<file path="config.mk">
export PLATFORM = sky130hd
export DESIGN_NAME = dram_clk_sequencer_flat
export DESIGN_NICKNAME = d
export VERILOG_FILES = /design/src/rtl/dram_clk_sequencer_if.sv /design/src/rtl/dram_clk_sequencer.sv /design/src/flat_wrapper.sv
export SDC_FILE = /design/constraint.sdc
export NUM_CORES = 1
export LEC_CHECK = 0
export ABC_AREA = 1
export BUFFER_PORTS_ARGS = -buffer_cell sky130_fd_sc_hd__buf_4
export CORE_UTILIZATION = 59
export DETAILED_ROUTE_END_ITERATION = 8
export HOLD_SLACK_MARGIN = 0.06
export PLACE_DENSITY = 0.91
export SKIP_LAST_GASP = 1
export SLEW_MARGIN = 20
export SYNTH_ARGS = -nofsm -noshare
export SYNTH_HDL_FRONTEND = slang
export SYNTH_SLANG_ARGS = --single-unit
</file>
<file path="constraint.sdc">
create_clock -name clk -period 2.4 [get_ports clk]
set_clock_uncertainty 0.1 [all_clocks]
set_input_delay 0.12 -clock clk [delete_from_list [all_inputs] [get_ports clk]]
set_output_delay 0.12 -clock clk [all_outputs]
set_load 0.005 [all_outputs]
</file>
<file path="src/rtl/dram_clk_sequencer_if.sv">
// ============================================================================
// Module  : dram_clk_sequencer_if
// Purpose : Lock inputs, restart request and status outputs of the DRAM
//           clock-chain sequencer.
// Rev     : 1.0
// ============================================================================
`default_nettype none

interface dram_clk_sequencer_if;
  logic       clk_in_locked;
  logic       dcm_locked;
  logic       pll_locked;
  logic       restart;
  logic       dcm_rst;
  logic       pll_rst;
  logic       dram_rst_req;
  logic       ready;
  logic       fault;
  logic [2:0] state;
  logic [3:0] retry_count;
  logic [7:0] lock_loss_count;

  modport master (
    input  clk_in_locked, dcm_locked, pll_locked, restart,
    output dcm_rst, pll_rst, dram_rst_req, ready, fault,
           state, retry_count, lock_loss_count
  );

  modport slave (
    output clk_in_locked, dcm_locked, pll_locked, restart,
    input  dcm_rst, pll_rst, dram_rst_req, ready, fault,
           state, retry_count, lock_loss_count
  );
endinterface

`default_nettype wire

</file>
<file path="src/rtl/dram_clk_sequencer.sv">
// ============================================================================
// Module  : dram_clk_sequencer
// Purpose : Brings up the DCM -> PLL chain with lock timeouts, bounded retries
//           and a settle interval; holds the DRAM controller in reset meanwhile.
// Rev     : 1.0
// ============================================================================
`default_nettype none

module dram_clk_sequencer #(
  parameter int RST_CYCLES    = 16,
  parameter int LOCK_TIMEOUT  = 50000,
  parameter int SETTLE_CYCLES = 256,
  parameter int MAX_RETRIES   = 4,
  parameter int CNT_W         = 20
) (
  input  wire logic              clk,
  input  wire logic              reset,
  dram_clk_sequencer_if.master   bus
);

  typedef enum logic [2:0] {
    RST_DCM  = 3'd0,
    WAIT_DCM = 3'd1,
    RST_PLL  = 3'd2,
    WAIT_PLL = 3'd3,
    SETTLE   = 3'd4,
    READY    = 3'd5,
    FAULT    = 3'd6
  } state_t;

  localparam logic [CNT_W-1:0] c_rst_last    = CNT_W'(RST_CYCLES - 1);
  localparam logic [CNT_W-1:0] c_lock_last   = CNT_W'(LOCK_TIMEOUT - 1);
  localparam logic [CNT_W-1:0] c_settle_last = CNT_W'(SETTLE_CYCLES - 1);
  localparam logic [3:0]       c_max_retry   = 4'(MAX_RETRIES);
  localparam logic [3:0]       c_last_retry  = 4'(MAX_RETRIES - 1);

  logic [1:0]       r_ci_sync, r_dcm_sync, r_pll_sync;
  state_t           r_state, w_state_nxt;
  logic [CNT_W-1:0] r_timer, w_timer_nxt;
  logic [3:0]       r_retry, w_retry_nxt;
  logic [7:0]       r_llc, w_llc_nxt, w_llc_inc;
  logic             r_dcm_rst, r_pll_rst, r_dram_rst_req, r_ready, r_fault;
  logic             w_ci_s, w_dcm_s, w_pll_s;
  logic             w_do_retry, w_hold, w_clear;

  assign w_ci_s    = r_ci_sync[1];
  assign w_dcm_s   = r_dcm_sync[1];
  assign w_pll_s   = r_pll_sync[1];
  assign w_llc_inc = (r_llc == 8'hFF) ? r_llc : r_llc + 8'd1;

  always_comb begin
    w_state_nxt = r_state;
    w_retry_nxt = r_retry;
    w_llc_nxt   = r_llc;
    w_do_retry  = 1'b0;
    w_hold      = 1'b0;
    w_clear     = 1'b0;

    if (bus.restart) begin
      // A restart always begins a fresh reset pulse, even from RST_DCM.
      w_state_nxt = RST_DCM;
      w_retry_nxt = 4'd0;
      w_clear     = 1'b1;
    end else if (!w_ci_s && r_state != RST_DCM && r_state != FAULT) begin
      w_state_nxt = RST_DCM;
      if (r_state == READY) w_llc_nxt = w_llc_inc;
    end else begin
      case (r_state)
        RST_DCM: begin
          if (r_timer == c_rst_last) begin
            if (w_ci_s) w_state_nxt = WAIT_DCM;
            else        w_hold      = 1'b1;
          end
        end
        WAIT_DCM: begin
          if (w_dcm_s)                     w_state_nxt = RST_PLL;
          else if (r_timer == c_lock_last) w_do_retry  = 1'b1;
        end
        RST_PLL: begin
          if (!w_dcm_s)                   w_do_retry  = 1'b1;
          else if (r_timer == c_rst_last) w_state_nxt = WAIT_PLL;
        end
        WAIT_PLL: begin
          if (w_dcm_s && w_pll_s)                        w_state_nxt = SETTLE;
          else if (!w_dcm_s || r_timer == c_lock_last)   w_do_retry  = 1'b1;
        end
        SETTLE: begin
          if (!w_dcm_s || !w_pll_s) begin
            w_do_retry = 1'b1;
          end else if (r_timer == c_settle_last) begin
            w_state_nxt = READY;
            w_retry_nxt = 4'd0;
          end
        end
        READY: begin
          if (!w_dcm_s || !w_pll_s) begin
            w_state_nxt = RST_DCM;
            w_llc_nxt   = w_llc_inc;
            w_retry_nxt = 4'd0;
          end
        end
        FAULT:   w_state_nxt = FAULT;
        default: w_state_nxt = RST_DCM;
      endcase
    end

    if (w_do_retry) begin
      if (r_retry == c_last_retry) begin
        w_state_nxt = FAULT;
        w_retry_nxt = c_max_retry;
      end else begin
        w_state_nxt = RST_DCM;
        w_retry_nxt = r_retry + 4'd1;
      end
    end

    if (w_state_nxt != r_state || w_clear) w_timer_nxt = '0;
    else if (w_hold)                       w_timer_nxt = r_timer;
    else                                   w_timer_nxt = r_timer + 1'b1;
  end

  // Outputs decode from the next state so they change on the same edge as state.
  always_ff @(posedge clk or posedge reset) begin
    if (reset) begin
      r_ci_sync      <= 2'b00;
      r_dcm_sync     <= 2'b00;
      r_pll_sync     <= 2'b00;
      r_state        <= RST_DCM;
      r_timer        <= '0;
      r_retry        <= 4'd0;
      r_llc          <= 8'd0;
      r_dcm_rst      <= 1'b1;
      r_pll_rst      <= 1'b1;
      r_dram_rst_req <= 1'b1;
      r_ready        <= 1'b0;
      r_fault        <= 1'b0;
    end else begin
      r_ci_sync      <= {r_ci_sync[0],  bus.clk_in_locked};
      r_dcm_sync     <= {r_dcm_sync[0], bus.dcm_locked};
      r_pll_sync     <= {r_pll_sync[0], bus.pll_locked};
      r_state        <= w_state_nxt;
      r_timer        <= w_timer_nxt;
      r_retry        <= w_retry_nxt;
      r_llc          <= w_llc_nxt;
      r_dcm_rst      <= (w_state_nxt == RST_DCM) || (w_state_nxt == FAULT);
      r_pll_rst      <= w_state_nxt inside {RST_DCM, WAIT_DCM, RST_PLL, FAULT};
      r_dram_rst_req <= (w_state_nxt != READY);
      r_ready        <= (w_state_nxt == READY);
      r_fault        <= (w_state_nxt == FAULT);
    end
  end

  assign bus.dcm_rst         = r_dcm_rst;
  assign bus.pll_rst         = r_pll_rst;
  assign bus.dram_rst_req    = r_dram_rst_req;
  assign bus.ready           = r_ready;
  assign bus.fault           = r_fault;
  assign bus.state           = r_state;
  assign bus.retry_count     = r_retry;
  assign bus.lock_loss_count = r_llc;

endmodule

`default_nettype wire

</file>
<file path="src/flat_wrapper.sv">
// flat-port wrapper written by rule: the top's interface ports become plain ports
module dram_clk_sequencer_flat 
#(
  parameter int RST_CYCLES    = 16,
  parameter int LOCK_TIMEOUT  = 50000,
  parameter int SETTLE_CYCLES = 256,
  parameter int MAX_RETRIES   = 4,
  parameter int CNT_W         = 20
)
  (clk, reset, bus_clk_in_locked, bus_dcm_locked, bus_pll_locked, bus_restart, bus_dcm_rst, bus_pll_rst, bus_dram_rst_req, bus_ready, bus_fault, bus_state, bus_retry_count, bus_lock_loss_count);
  dram_clk_sequencer_if bus_i ();
  input  wire logic clk;
  input  wire logic reset;
  input wire logic [$bits(bus_i.clk_in_locked)-1:0] bus_clk_in_locked;
  input wire logic [$bits(bus_i.dcm_locked)-1:0] bus_dcm_locked;
  input wire logic [$bits(bus_i.pll_locked)-1:0] bus_pll_locked;
  input wire logic [$bits(bus_i.restart)-1:0] bus_restart;
  output wire logic [$bits(bus_i.dcm_rst)-1:0] bus_dcm_rst;
  output wire logic [$bits(bus_i.pll_rst)-1:0] bus_pll_rst;
  output wire logic [$bits(bus_i.dram_rst_req)-1:0] bus_dram_rst_req;
  output wire logic [$bits(bus_i.ready)-1:0] bus_ready;
  output wire logic [$bits(bus_i.fault)-1:0] bus_fault;
  output wire logic [$bits(bus_i.state)-1:0] bus_state;
  output wire logic [$bits(bus_i.retry_count)-1:0] bus_retry_count;
  output wire logic [$bits(bus_i.lock_loss_count)-1:0] bus_lock_loss_count;
  assign bus_i.clk_in_locked = bus_clk_in_locked;
  assign bus_i.dcm_locked = bus_dcm_locked;
  assign bus_i.pll_locked = bus_pll_locked;
  assign bus_i.restart = bus_restart;
  assign bus_dcm_rst = bus_i.dcm_rst;
  assign bus_pll_rst = bus_i.pll_rst;
  assign bus_dram_rst_req = bus_i.dram_rst_req;
  assign bus_ready = bus_i.ready;
  assign bus_fault = bus_i.fault;
  assign bus_state = bus_i.state;
  assign bus_retry_count = bus_i.retry_count;
  assign bus_lock_loss_count = bus_i.lock_loss_count;
  dram_clk_sequencer #(.RST_CYCLES(RST_CYCLES), .LOCK_TIMEOUT(LOCK_TIMEOUT), .SETTLE_CYCLES(SETTLE_CYCLES), .MAX_RETRIES(MAX_RETRIES), .CNT_W(CNT_W)) u_core (.clk(clk), .reset(reset), .bus(bus_i));
endmodule
</file>
==> results of run 1 <==
==> through the flow <==
stage | worst slack, ps | hold WS, ps | util [%] | instance area, sq um | instances
after CTS | 175 | 253 | 71.9 | 2940 | 383
after detailed placement | 205 | 131 | 68.1 | 2780 | 370
after floorplan | 535 | 51.4 | - | 2560 | 299
after global routing | 72.0 | 272 | 72.0 | 2940 | 383
after global placement | 270 | 131 | 68.1 | 2780 | 370
final | 220 | 252 | 72.0 | 2940 | 383
==> worst max-delay path by stage <==
stage | endpoint | slack [ps] | depth (start not counted)
3_5_place_dp | u_core.r_timer[0] | 210 | 13
6_report | u_core.r_timer[0] | 220 | 12
4_1_cts | u_core.r_timer[0] | 170 | 13
2_1_floorplan | u_core.r_timer[0] | 530 | 15
3_3_place_gp | u_core.r_timer[13] | 270 | 13
5_1_grt | u_core.r_timer[11] | 70 | 13
==> power by group through the flow <==
| stage | Sequential [uW] | Combinational [uW] | Clock [uW] |
|---|---|---|---|
| after floorplan | 805 | 50.0 | 0 |
| after global placement | 806 | 65.2 | 0 |
| after detailed placement | 807 | 66.8 | 0 |
| after CTS | 791 | 73.8 | 570 |
| after global routing | 792 | 82.2 | 606 |
| final | 791 | 73.0 | 561 |
==> placed cells by master (no fill, tap or decap), types with 2 or more instances in the layout <==
cell / count
xor2_1: 15
dlygate4sd3_1: 5
dfrtp_1: 41
nor2_1: 38
inv_2: 4
dfrtp_2: 2
nor2_2: 23
nand2_4: 3
nand4_1: 6
nand3_2: 3
clkbuf_1: 2
xnor2_1: 6
nor3_1: 3
ha_1: 3
inv_4: 2
dfstp_2: 3
buf_4: 25
nand2_1: 47
inv_1: 29
nand3_1: 29
a21oi_1: 2
o21ai_0: 10
nand2_2: 10
clkbuf_8: 5
nor2_4: 3
==> cells by family (layout without fill, tap and decap cells) <==
kind of cell    count (synthesis)  in the layout  synth area share [%]
simple gates                  173            173                  35.6
compound gates                 16             16                  3.41
fa+ha+maj                       3              3                  1.46
flops                          46             46                  45.0
buf+inv                        40             74                  7.37
xor+xnor                       21             21                  7.17
==> area by class of cell <==
cell class / instances / area, sq um / area share (%)
Sequential cell: 46 / 1160 / 39.3
Timing Repair Buffer: 31 / 258 / 8.76
Tap cell: 50 / 62.6 / 2.13
Clock buffer: 7 / 76.3 / 2.59
Multi-Input combinational cell: 213 / 1220 / 41.5
Clock inverter: 1 / 30.0 / 1.02
Inverter: 35 / 136 / 4.64
==> state kept, by name (all words and copies together) (netlist names) <==
signal,flops
u_core.bus.ready,1
u_core.r_dcm_sync,2
u_core.r_timer,20
u_core.bus.pll_rst,1
u_core.r_ci_sync,2
u_core.bus.retry_count,4
u_core.bus.dcm_rst,1
u_core.bus.fault,1
u_core.bus.lock_loss_count,8
u_core.r_pll_sync,2
u_core.bus.dram_rst_req,1
u_core.bus.state,3
==> metal layers <==
metal,global-route usage [%],share of wire (%),wire [um]
met1,30.0,45,2220
met2,40.2,49,2440
met5,0,0,0
met4,10.2,1.8,87
met3,6.00,3.8,187
==> worst max-delay path, cell delays in order (launching register included) <==
cell and delay, ps:
dfrtp_1 390, ha_1 240, nand3_4 120, nor2_2 190, nand3_1 170, nand2_1 120
nor2_1 80, nor2_2 170, nor2_1 60, nor2_1 130, nand2_2 80, buf_12 170
nor2_2 90
==> repair_timing <==
| item | CTS | global route |
|---|---|---|
| resized for setup | 0 | 2 |
| setup endpoints to repair | 0 | 6 |
| endpoints found under the hold margin | 49 | 0 |
| setup buffers | 0 | 0 |
| hold buffers | 5 | 0 |
==> flow_summary_export.csv, run 1 <==
group,metric,value,unit
timing,rsz0062_at_grt,"no",
logic_synthesis,synthTopCellsByArea,"dfrtp_1, nand2_1, nand3_1, nor2_2, nor2_1",
timing,tns,0,ps
clocking,clock_tree.buffer_depth,2,
global_route,grt_max_degree,47,
global_route,grt_usage,24.3,%
power,peakVddDrop,0.434,mV
power,p_total,1430,uW
logic_synthesis,ys_ff_latch,46,
clocking,cts_buffers,5,
logic_synthesis,synthDistinctLibCells,34,
floorplanning,die_x,67.9,um
power,p_seq_share,55.5,%
logic_synthesis,syn_area_per_cell,8.58,sq um
power,clock_power_share,39.4,%
logic_synthesis,synth_cells,299,
clocking,h-tree-depth,2,
hold_path,worstHoldEndpoint,"u_core.r_dcm_sync[1]",
floorplanning,rows,23,
power,power.leakage,0.00141,uW
logic_synthesis,yosysTopAreaCellShare,42.0,%
setup_path,path_max_fanout,20,
clocking,cts_sinks,46,
timing,max_freq,459,MHz
timing,fin_crit_sh,90.8,%
routing,antenna_left,0,
final_layout,drive_gt1_share,26.7,%
clocking,insertion_delay,300,ps
clocking,clk_pin_slew,80,ps
setup_path,startpoint,"u_core.r_timer[0]",
timing,tightest_slew,935,ps
setup_path,endpoint_kind,"flop",
hold_path,hold_class,"flop to flop",
setup_path,rr_endpoint,"u_core.r_timer[0]",
clocking,cts-root-buf,"clkbuf_8",
routing,vias,1955,
setup_path,worstPathRequired,2530,ps
final_layout,num-fill-cells,323,
global_route,antenna_found_initial,0,
setup_path,critPathArrivalTime,2310,ps
hold_path,min_from,"u_core.r_dcm_sync[0]",
logic_synthesis,synthTopCellsByCount,"nand2_1, dfrtp_1, nor2_1, inv_1, nand3_1",
routing,drt-wirelength-per-cell,12.9,um
setup_path,reg2regPathDepth,12,
logic_synthesis,syn_nets,308,
floorplanning,ios,26,
routing,wl,4940,um
final_layout,area_growth,14.7,%
hold_path,min_path_cells,0,
floorplanning,die_y,67.9,um
power,p_sw_share,21.3,%
logic_synthesis,synth_edf_count,0,
run_status,status,"finished, final reports clean",
floorplanning,core_area,4090,sq um
timing,period_minus_slack,2180,ps
setup_path,r2r_slack,220,ps
timing,finalMaxSlewViolations,0,
global_route,grt_pass1_vias,1873,
routing,vias_per_cell,5.10,
logic_synthesis,synthesis.area,2560,sq um
final_layout,antenna_cells,0,
place,place.gp.congestion,0.916,
setup_path,crit_type,"flop to flop",
routing,drc,0,
clocking,cts_tree,"done",
logic_synthesis,synth.most_common_cell,"nand2_1",
power,p_per_area,485,nW/um^2
timing,finalSetupViolations,0,
setup_path,r2r_start,"u_core.r_timer[0]",
logic_synthesis,ys.flop_type,"dfrtp_1",
routing,firstDrtPassIters,4,
timing,hold_viol_final,0,
power,p_switching,304,uW
job,drv_cap,0,
place,place_hpwl,3480,um
global_route,grt_pass1_wl,8240,um
floorplanning,die_area,4620,sq um
routing,drtIter0Drc,100,
logic_synthesis,async_flop_share,100,%
global_route,grt-ovfl-total,0,
logic_synthesis,synth-warning-count,0,
final_layout,nNetsFinal,341,
logic_synthesis,ys_seq_area_share,45.0,%
logic_synthesis,yosysTopAreaCell,"dfrtp_1",
timing,slew_headroom,37.6,%
setup_path,start_kind,"flop",
power,internal-power,1120,uW
power,share_comb_of_total_power,5.1,%
floorplanning,initial_core_util,62.8,%
place,port_buffers,25,
(Power assumes the default switching activity.)
==> run 2: changes to the inputs <==
--- a/config.mk
+++ b/config.mk
@@ -7,6 +7,7 @@
 export LEC_CHECK = 0
 export ABC_AREA = 1
 export BUFFER_PORTS_ARGS = -buffer_cell sky130_fd_sc_hd__buf_4
+export CORE_ASPECT_RATIO = 1.1
 export CORE_UTILIZATION = 59
 export DETAILED_ROUTE_END_ITERATION = 8
 export HOLD_SLACK_MARGIN = 0.06
==> constraint.sdc (replaced) <==
create_clock -name clk -period 2.1 [get_ports clk]
set_clock_uncertainty 0.1 [all_clocks]
set_input_delay 0.105 -clock clk [delete_from_list [all_inputs] [get_ports clk]]
set_output_delay 0.105 -clock clk [all_outputs]
set_load 0.005 [all_outputs]
==> run 2 against run 1 <==
  * Critical endpoint is now u_core.r_timer[17]
  * Critical path depth rose by 1
  * Wire length rose by 38%
  * Sequential cell count did not move
  * First-iteration DRC count rose to 2.6 times the previous value
  * The flow now finishes with violations (negative setup slack)
  * Sequential power rose by 15%
  * Largest power group unchanged
  * Clock power rose by 1%
  * Design area rose by 13%
==> flow_summary_export.csv, run 2 (same netlist as run 1, synthesis figures left out) <==
group,metric,value,unit
setup_path,cp_cell_sequence,"inv_4, buf_4, nand3_1, o21ai_0, nor2_1, buf_4, nand3_1, nand3_1, nand2_1, nor2_2, nand2_4, buf_12, nor2_2",
timing,fin_crit_sh,113,%
timing,period_minus_slack,2380,ps
final_layout,mostFrequentLayoutCell,"buf_4",
hold_path,hold_class,"flop to flop",
place,place_hpwl,3810,um
final_layout,final_cell_mix,"buf_4, nand2_1, dfrtp_1",
setup_path,crit_type,"flop to flop",
power,power.leakage,0.00157,uW
global_route,grt-ovfl-total,0,
setup_path,reg2regPathDepth,13,
timing,tns,-5060,ps
routing,antenna_left,0,
final_layout,nNetsFinal,371,
final_layout,regMostFlops,"u_core.r_timer",
setup_path,worstPathRequired,2240,ps
routing,vias,2355,
setup_path,cpMostUsedCell,"nand3_1",
timing,fin_ws,-280,ps
timing,rsz0062_at_grt,"yes",
timing,finalMaxSlewViolations,0,
routing,drc,0,
setup_path,path_max_fanout,8,
place,place.gp.congestion,0.886,
place,port_buffers,25,
job,drv_cap,0,
global_route,antenna_found_initial,0,
power,p_sw_share,25.8,%
routing,drt-wirelength-per-cell,16.4,um
clocking,clock_tree.buffer_depth,2,
floorplanning,die_y,71.2,um
power,peakVddDrop,0.468,mV
routing,vias_per_cell,5.67,
floorplanning,die_area,4620,sq um
timing,holdWs,240,ps
clocking,cts_sinks,46,
power,p_switching,409,uW
power,internal-power,1180,uW
final_layout,area_growth,29.9,%
floorplanning,initial_core_util,63.3,%
clocking,insertion_delay,320,ps
power,p_seq_share,57.2,%
setup_path,critPathArrivalTime,2520,ps
routing,wl,6830,um
clocking,cts_buffers,5,
setup_path,cpPeakStageDelay,540,ps
clocking,clk_pin_slew,100,ps
floorplanning,ios,26,
run_status,status,"finished with violations",
timing,slew_headroom,62.1,%
setup_path,crit_path_top_delay_cell,"dfrtp_2",
routing,drtIter0Drc,260,
setup_path,startpoint,"u_core.bus.state[1]",
setup_path,start_kind,"flop",
clocking,h-tree-depth,2,
timing,max_freq,420,MHz
power,clock_power_share,35.9,%
setup_path,r2r_slack,-280,ps
routing,firstDrtPassIters,5,
setup_path,r2r_start,"u_core.bus.state[1]",
final_layout,largest_reg_flops,20,
final_layout,drive_gt1_share,38.0,%
floorplanning,die_x,64.9,um
timing,tightest_slew,569,ps
setup_path,rr_endpoint,"u_core.r_timer[17]",
clocking,cts_tree,"done",
clocking,cts-root-buf,"clkbuf_8",
run_status,violations,"negative setup slack",
global_route,grt_pass1_wl,9130,um
global_route,grt_max_degree,47,
power,share_comb_of_total_power,6.9,%
timing,finalSetupViolations,23,
timing,hold_viol_final,0,
floorplanning,rows,24,
global_route,grt_pass1_vias,2170,
setup_path,endpoint_kind,"flop",
global_route,grt_usage,26.1,%
setup_path,crit_end,"u_core.r_timer[17]",
floorplanning,core_area,4050,sq um
final_layout,design_area,3330,sq um
final_layout,antenna_cells,0,
power,p_per_area,476,nW/um^2
place,place_area,2880,sq um
## run 2: power groups by stage
stage	Clock, uW	Combinational, uW	Sequential (uW)
after CTS	553	89.1	904
after global placement	0	78.7	921
after global routing	606	121	907
after detailed placement	0	81.0	922
final	569	109	907
after floorplan	0	57.2	920
## run 2: per-stage QoR
stage | power, uW | setup slack [ps] | utilization (%) | std cells
2_1_floorplan | 977 | 235 | - | 299
3_3_place_gp | 1000 | 0.399 | 71.1 | 385
3_5_place_dp | 1000 | -88.6 | 71.1 | 385
4_1_cts | 1550 | 11.1 | 74.9 | 398
5_1_grt | 1630 | -366 | 82.2 | 415
6_report | 1590 | -280 | 82.2 | 415
## run 2: routing by layer
| layer | routed length, um | vias to the layer above | part of all wire [%] | GRT usage (%) |
|---|---|---|---|---|
| met3 | 446 | 29 | 6.5 | 5.97 |
| met1 | 2530 | 1139 | 37 | 27.8 |
| met2 | 3600 | 123 | 53 | 47.3 |
| met4 | 246 | 0 | 3.6 | 13.3 |
| met5 | 0 | - | 0 | 0 |
| li1 | - | 1064 | - | - |
## run 2: worst max-delay path, delay by kind of cell (launching register included)
family / cells / cell delay [ps]
AO/OA/AOI/OAI: 1 / 110
AND/OR/NAND/NOR: 8 / 950
buffers and inverters: 4 / 590
flip-flops: 1 / 540
## run 2: timing repair
item,in CTS,in global routing
hold buffers,5,0
endpoints found under the hold margin,48,0
cloned,0,1
setup endpoints to repair,20,24
pin swaps,0,15
resized for setup,5,37
buffers inserted,0,16
## run 2: area by class of cell
class	instances	area, sq um
Fill cell	207	723
Timing Repair Buffer	61	528
Clock buffer	5	68.8
Multi-Input combinational cell	213	1350
Inverter	35	139
Sequential cell	46	1160
Tap cell	52	65.1
Clock inverter	3	21.3
## run 2: how the worst min path moves through the flow
stage                              start                   end  slack [ps]  cells after the start
global route        u_core.r_dcm_sync[0]  u_core.r_dcm_sync[1]         250                      0
detailed placement        bus_pll_locked  u_core.r_pll_sync[0]         120                      1
finish              u_core.r_pll_sync[0]  u_core.r_pll_sync[1]         240                      0
CTS                 u_core.r_pll_sync[0]  u_core.r_pll_sync[1]         250                      0
floorplan              bus_clk_in_locked   u_core.r_ci_sync[0]          40                      0
global placement       bus_clk_in_locked   u_core.r_ci_sync[0]         110                      1
